--- src/rtl/nonce_sched.sv ---
// Nonce block scheduler: deals 2^BLK_BITS-nonce blocks round-robin to idle cores, arbitrates found nonces into
// the result FIFO (found->fifo_wr 1 cycle, grants stall while fifo_full). NONCE_SCHED_STATS_EN adds block/result counters.
module nonce_sched #(
  parameter int NCORES   = 4,
  parameter int NONCE_W  = 32,
  parameter int BLK_BITS = 20
) (
  input  logic                      clk,
  input  logic                      rst,
  input  logic                      job_load,
  input  logic                      receiving,
  input  logic [NCORES-1:0]         core_busy,
  output logic [NCORES-1:0]         core_start,
  output logic [NONCE_W-1:0]        core_base,
  output logic                      core_abort,
  input  logic [NCORES-1:0]         core_found,
  input  logic [NCORES*NONCE_W-1:0] core_nonce,
  output logic [NCORES-1:0]         core_ack,
  input  logic                      fifo_full,
  output logic                      fifo_wr,
  output logic [NONCE_W-1:0]        fifo_data,
  output logic                      running,
  output logic                      exhausted
`ifdef NONCE_SCHED_STATS_EN
  ,
  output logic [31:0]               blocks_sent,
  output logic [31:0]               results_sent
`endif
);

  localparam int PW = (NCORES > 1) ? $clog2(NCORES) : 1;
  localparam logic [NONCE_W:0] BLK_INC = (NONCE_W+1)'(1) << BLK_BITS;

  typedef enum logic [2:0] {S_IDLE, S_ABORT, S_DISPATCH, S_DRAIN, S_DONE} state_t;

  state_t               state, state_nx;
  logic [NONCE_W-1:0]   next_base;
  logic [PW-1:0]        disp_ptr, res_ptr;
  logic [NCORES-1:0]    pend, pend_age;
  logic [PW:0]          disp_pick, res_pick;
  logic [NONCE_W:0]     base_sum;
  logic [PW-1:0]        start_idx, grant_idx;
  logic                 do_start, do_grant, grant_wr, drain_done;

  // Returns {valid, index} of the first set request at or after ptr, wrapping.
  function automatic logic [PW:0] rr_pick(input logic [NCORES-1:0] req, input logic [PW-1:0] ptr);
    logic [PW:0] pick;
    int          j;
    pick = '0;
    for (int k = NCORES - 1; k >= 0; k--) begin
      j = (int'(ptr) + k) % NCORES;
      if (req[j[PW-1:0]]) pick = {1'b1, j[PW-1:0]};
    end
    return pick;
  endfunction

  assign disp_pick = rr_pick(~core_busy & ~pend, disp_ptr);
  assign res_pick  = rr_pick(core_found & ~core_ack, res_ptr);
  assign base_sum  = {1'b0, next_base} + BLK_INC;
  assign start_idx = disp_pick[PW-1:0];
  assign grant_idx = res_pick[PW-1:0];

  always_comb begin
    state_nx   = state;
    do_start   = 1'b0;
    do_grant   = 1'b0;
    grant_wr   = 1'b0;
    drain_done = 1'b0;
    case (state)
      S_ABORT: begin
        if (core_busy == '0 && core_found == '0) state_nx = S_DISPATCH;
      end
      S_DISPATCH: begin
        if (!receiving && disp_pick[PW]) begin
          do_start = 1'b1;
          if (base_sum[NONCE_W]) state_nx = S_DRAIN;
        end
      end
      S_DRAIN: begin
        // pend keeps the final block's core from being mistaken for idle before it reports busy
        if (core_busy == '0 && core_found == '0 && !fifo_wr && pend == '0) begin
          state_nx   = S_DONE;
          drain_done = 1'b1;
        end
      end
      default: ;
    endcase
    if (res_pick[PW]) begin
      if (state == S_ABORT) begin
        do_grant = 1'b1;
      end else if (!fifo_full) begin
        do_grant = 1'b1;
        grant_wr = 1'b1;
      end
    end
    if (job_load) begin
      state_nx   = S_ABORT;
      do_start   = 1'b0;
      do_grant   = 1'b0;
      grant_wr   = 1'b0;
      drain_done = 1'b0;
    end
  end

  always_ff @(posedge clk or negedge rst) begin
    if (!rst) begin
      state      <= S_IDLE;
      next_base  <= '0;
      disp_ptr   <= '0;
      res_ptr    <= '0;
      pend       <= '0;
      pend_age   <= '0;
      core_start <= '0;
      core_base  <= '0;
      core_abort <= 1'b0;
      core_ack   <= '0;
      fifo_wr    <= 1'b0;
      fifo_data  <= '0;
      running    <= 1'b0;
      exhausted  <= 1'b0;
    end else begin
      state      <= state_nx;
      running    <= (state_nx == S_DISPATCH) || (state_nx == S_DRAIN);
      core_abort <= job_load;
      core_start <= do_start ? (NCORES'(1) << start_idx) : '0;
      core_ack   <= do_grant ? (NCORES'(1) << grant_idx) : '0;
      fifo_wr    <= grant_wr;
      if (grant_wr) begin
        fifo_data <= core_nonce[grant_idx*NONCE_W +: NONCE_W];
        res_ptr   <= PW'((int'(grant_idx) + 1) % NCORES);
      end
      if (drain_done) exhausted <= 1'b1;
      // a pending core is released once it reports busy, or after two cycles regardless
      pend     <= pend & ~core_busy & ~pend_age;
      pend_age <= pend & ~core_busy & ~pend_age;
      if (do_start) begin
        pend[start_idx] <= 1'b1;
        core_base       <= next_base;
        next_base       <= base_sum[NONCE_W-1:0];
        disp_ptr        <= PW'((int'(start_idx) + 1) % NCORES);
      end
      if (job_load) begin
        next_base <= '0;
        exhausted <= 1'b0;
        disp_ptr  <= '0;
        pend      <= '0;
        pend_age  <= '0;
      end
    end
  end

`ifdef NONCE_SCHED_STATS_EN
  always_ff @(posedge clk or negedge rst) begin
    if (!rst) begin
      blocks_sent  <= '0;
      results_sent <= '0;
    end else if (job_load) begin
      blocks_sent  <= '0;
      results_sent <= '0;
    end else begin
      if (core_start != '0 && blocks_sent != '1) blocks_sent <= blocks_sent + 32'd1;
      if (fifo_wr && results_sent != '1) results_sent <= results_sent + 32'd1;
    end
  end
`endif

endmodule

--- config.mk ---
export PLATFORM = sky130hd
export DESIGN_NAME = nonce_sched
export DESIGN_NICKNAME = d
export VERILOG_FILES = /design/src/rtl/nonce_sched.sv
export SDC_FILE = /design/constraint.sdc
export NUM_CORES = 1
export LEC_CHECK = 0
export ABC_AREA = 1
export CORE_MARGIN = 2
export CORE_UTILIZATION = 45
export DETAILED_ROUTE_END_ITERATION = 8
export GPL_ROUTABILITY_DRIVEN = 0
export PLACE_DENSITY = 0.93
export REMOVE_ABC_BUFFERS = 1
export SYNTH_ARGS = -nofsm -noshare
export SYNTH_HDL_FRONTEND = slang
export SYNTH_SLANG_ARGS = --single-unit
export TNS_END_PERCENT = 30
--- constraint.sdc ---
create_clock -name clk -period 2.57 [get_ports clk]
set_clock_uncertainty 0.15 [all_clocks]
set_input_delay 0.514 -clock clk [delete_from_list [all_inputs] [get_ports clk]]
set_output_delay 0.514 -clock clk [all_outputs]
set_load 0.01 [all_outputs]
==> summary.md, run 1 <==
| Metric | Value |
|---|---|
| I/O pins | around 220 |
| Chip width | approximately 120 um |
| Period utilisation layout | between 90% and 100% |
| Synth warn | 0 |
| Synth area leaders | dfrtp_1 36%, nand2_1 18%, nand3_1 13% |
| Max-Cap Viols | 0 |
| Final setup violation count | 0 |
| P&R area growth vs syn | 46.0% |
| Placed inst area | ~8000 um2 |
| Via count | approximately 6000 |
| Critical path data arrival time | 2.45 ns |
| Maximum vdd ir drop | ~700 uV |
| Antenna diode count | 0 |
| CP Capture Type | flop |
| Crit path to | res_ptr[1]$_DFFE_PN0P_ |
| Post-DP HPWL | approximately 13 mm |
| Setup slack, reg-to-reg | ~0.18 ns |
| Net count, final | approximately 1200 |
| Post-Synth XOR/XNOR Area | less than 1% |
| Top-area cell type share of the netlist area | 36.4% |
| First-pass DRT Iterations | 7 |
| CP required | 2.63 ns |
| H-Tree Depth | 3 |
| DIE HEIGHT | ~120 um |
| CP Class | flop to flop |
| PortBufs | 196 |
| DRT Wirelength | 16.9 mm |
| Final min period | between 2 and 2.5 ns |
| Fin. max-slew vios | 0 |
| Outcome | finished, final reports clean |
| First-pass GRT wire length | approximately 27 mm |
| Multi-input logic area | around 2700 um2 |
| Worst Setup SP | res_ptr[0]$_DFFE_PN0P_ |
| Synth Area in Adders | slightly below 2% |
| DRT antenna net count | 0 |
| Synth Area in Compound Gates | 5.22% |
| Clock-pin slew on the worst setup and hold paths | approximately 0.070 ns |
| R2r worst-path depth | 13 |
| Final Hold Fails | 0 |
| Largest net degree at the start of global routing | between 60 and 70 |
| Unrepaired setup endpoints after global routing | no |
| Syn Inst Count | approximately 870 |
| Max FO, Critical Path | 26 |
| Cell accounting for the most synthesized area | dfrtp_1 |
| Vias in the first global route | 5827 |
| Remaining global-route overflow | 0 |
| Final Non-Filler Cells | ~1300 |
| Iter 0 DRT Violations | approximately 450 |
| Die Area | between 10000 and 15000 um2 |
| CTS Sinks | 83 |
| Syn Std Cell Area | 5700 um2 |
| Post-synthesis mux area share | 0.175% |
| All-Layer GR Usage | approximately a quarter |
| Syn Area/Cell | about 6.5 um2 |
| Register bit total from synthesis | 83 |
| Fmax | about 0.42 GHz |
| PwrDens | between 1000 and 1500 nW/um2 |
| Initial Utilization | between 40 and 50% |
| Hold crit path type | flop to flop |
| Fillcell total | 1089 |
| Total CTS buffers | 9 |
| Drt drc | 0 |
| Reg2reg start | res_ptr[0]$_DFFE_PN0P_ |
| Clock latency at the later pin of the worst-skew pair | around 0.33 ns |
| Leak Pwr | about 4.5 nW |
| Storage element area | 2080 um2 |
| FP Rows | 41 |
| Clock buffer depth | 2 |
| Critical path startpoint category | flop |
| Design area | between 8000 and 9000 um2 |
| Clock Root Buffer | clkbuf_16 |
| DR vias/cell | 4.85 |
| Antenna violations before repair | 0 |
| Routed len/inst | 13.4 um |
| Post-synthesis sequential area ratio | a little over a third |
| Placed insts | 1241 |
| Layout cells sized above 1 | ~7.6% |
| Hold Startpoint | core_base[27]$_DFFE_PN0P_ |
| Combinational family with the most area after synthesis | simple AND/OR/NAND/NOR gates |
| CTS tree | done |
| Core outline area | 12500 um2 |
| Overall power | between 0.008 and 0.009 W |
| Simple logic cell fraction of the synthesized area | 36.6% |
| Reg-to-Reg End | res_ptr[1]$_DFFE_PN0P_ |
| Unique masters post-synth | 37 |
## sequential cells by signal, summed over array words and instances, names as in the netlist, 2 cells and up
name and cells:
state 3, pend_age 4, next_base 12, disp_ptr 2, res_ptr 2, fifo_data 32, core_base 12, core_start 4
core_ack 4, pend 4
## kinds of logic (layout without fill, tap and decap cells)
family,Yosys count,after routing
other,1,20
multiplexers,1,1
adder cells (fa/ha/maj),9,9
AND/OR/NAND/NOR,487,487
XOR/XNOR,5,5
flip-flops,83,83
buffers and inverters,240,434
AO/OA/AOI/OAI,47,47
## power breakdown
part / switching, W / internal, W / total [W]
sequential: 0.000199 / 0.00159 / 0.00178
combinational: 0.00310 / 0.00230 / 0.00540
clock: 0.000552 / 0.000789 / 0.00134
total: 0.00385 / 0.00467 / 0.00853
## cell type report
| class | count | area share (%) |
|---|---|---|
| Multi-Input combinational cell | 569 | 31.9 |
| Sequential cell | 83 | 24.9 |
| Timing Repair Buffer | 237 | 28.8 |
| Tap cell | 172 | 2.58 |
| Clock inverter | 6 | 0.841 |
| Clock buffer | 10 | 2.87 |
| Inverter | 181 | 8.16 |
## worst max-delay path, stage by stage (launching register included)
cell and delay, ns:
dfrtp_1 0.52, inv_1 0.19, nand3_1 0.19, nand2_1 0.09
nand2_1 0.06, nand2_1 0.06, nand2_1 0.11, nand2_1 0.08
nand2_2 0.11, nand2_2 0.11, buf_12 0.18, ha_1 0.29
nand2_1 0.06, o21ai_0 0.07
## cells in the mapped netlist
cell,instances
a21oi_1,6
a21oi_2,2
a31oi_1,1
and3_1,1
buf_1,1
buf_2,19
buf_4,31
buf_6,4
clkbuf_1,4
conb_1,1
dfrtp_1,83
ha_1,9
inv_1,176
inv_2,5
mux2i_1,1
nand2_1,277
nand2_2,4
nand3_1,146
nand3_2,1
nand3b_1,3
nand4_1,3
nand4_2,1
nor2_1,37
nor2_2,1
nor2_4,1
nor3_1,9
nor4_1,2
o2111ai_1,1
o211ai_1,1
o21a_1,3
o21ai_0,19
o21ai_1,5
o22ai_1,2
o22ai_2,4
o31ai_1,3
or3b_2,1
xor2_1,5
## layer usage
| layer | up-vias | GRT usage (%) | part of all wire, % |
|---|---|---|---|
| li1 | 3036 | - | - |
| met5 | - | 0 | 0 |
| met3 | 48 | 4.41 | 7.0 |
| met2 | 266 | 44.3 | 49 |
| met4 | 0 | 11.2 | 3.2 |
| met1 | 2752 | 31.9 | 41 |
## per-stage QoR
| stage | utilization (%) | setup slack, ns | hold slack [ns] | TNS, ns |
|---|---|---|---|---|
| 3_5_place_dp | 63.8 | -0.235 | 0.316 | -3.92 |
| 2_1_floorplan | - | -1.57 | 0.0684 | -54.14 |
| 4_1_cts | 66.4 | 0.114 | 0.333 | 0 |
| 6_report | 66.5 | 0.180 | 0.330 | 0 |
| 5_1_grt | 66.5 | 0.00510 | 0.357 | 0 |
| 3_3_place_gp | 63.8 | -0.149 | 0.312 | -0.829 |
## how the worst min path moves through the flow
stage / to / cells past startpoint / slack, ns
after CTS: core_base[27]$_DFFE_PN0P_ / 2 / 0.33
after detailed placement: core_base[27]$_DFFE_PN0P_ / 2 / 0.32
final: core_base[27]$_DFFE_PN0P_ / 2 / 0.33
after global routing: fifo_data[16]$_DFFE_PN0P_ / 2 / 0.36
after floorplan: core_abort$_DFF_PN0_ / 0 / 0.07
after global placement: fifo_data[11]$_DFFE_PN0P_ / 2 / 0.31
## placed cells by master, fill, tap and decap left out, types with 9 or more instances in the layout
| cell | n |
|---|---|
| clkdlybuf4s50_1 | 195 |
| conb_1 | 20 |
| o21ai_0 | 16 |
| nor3_1 | 9 |
| nand2_1 | 277 |
| clkbuf_16 | 9 |
| nand3_1 | 143 |
| inv_1 | 176 |
| ha_1 | 9 |
| buf_12 | 10 |
| dfrtp_1 | 83 |
| nor2_1 | 36 |
| buf_4 | 31 |
## repair_timing
action,4_1_cts,5_1_grt
endpoints found under the setup margin,1,12
hold buffers,1,0
resized for setup,1,7
endpoints found under the hold margin,4,0
setup buffers,0,0
No activity file was read; power rests on OpenSTA's default activity.
==> run 2: changes to the inputs <==
--- a/config.mk
+++ b/config.mk
@@ -8,6 +8,7 @@
 export ABC_AREA = 1
 export CORE_MARGIN = 2
 export CORE_UTILIZATION = 45
+export CTS_CLUSTER_SIZE = 16
 export DETAILED_ROUTE_END_ITERATION = 8
 export GPL_ROUTABILITY_DRIVEN = 0
 export PLACE_DENSITY = 0.93
==> results of run 2 <==
The final DEF is identical to that of run 1; final timing and power are the same.
==> run 3: changes to the inputs <==
--- a/config.mk
+++ b/config.mk
@@ -13,6 +13,7 @@
 export GPL_ROUTABILITY_DRIVEN = 0
 export PLACE_DENSITY = 0.93
 export REMOVE_ABC_BUFFERS = 1
+export SLEW_MARGIN = 0
 export SYNTH_ARGS = -nofsm -noshare
 export SYNTH_HDL_FRONTEND = slang
 export SYNTH_SLANG_ARGS = --single-unit
==> results of run 3 <==
The final DEF is identical to that of run 1; final timing and power are the same.
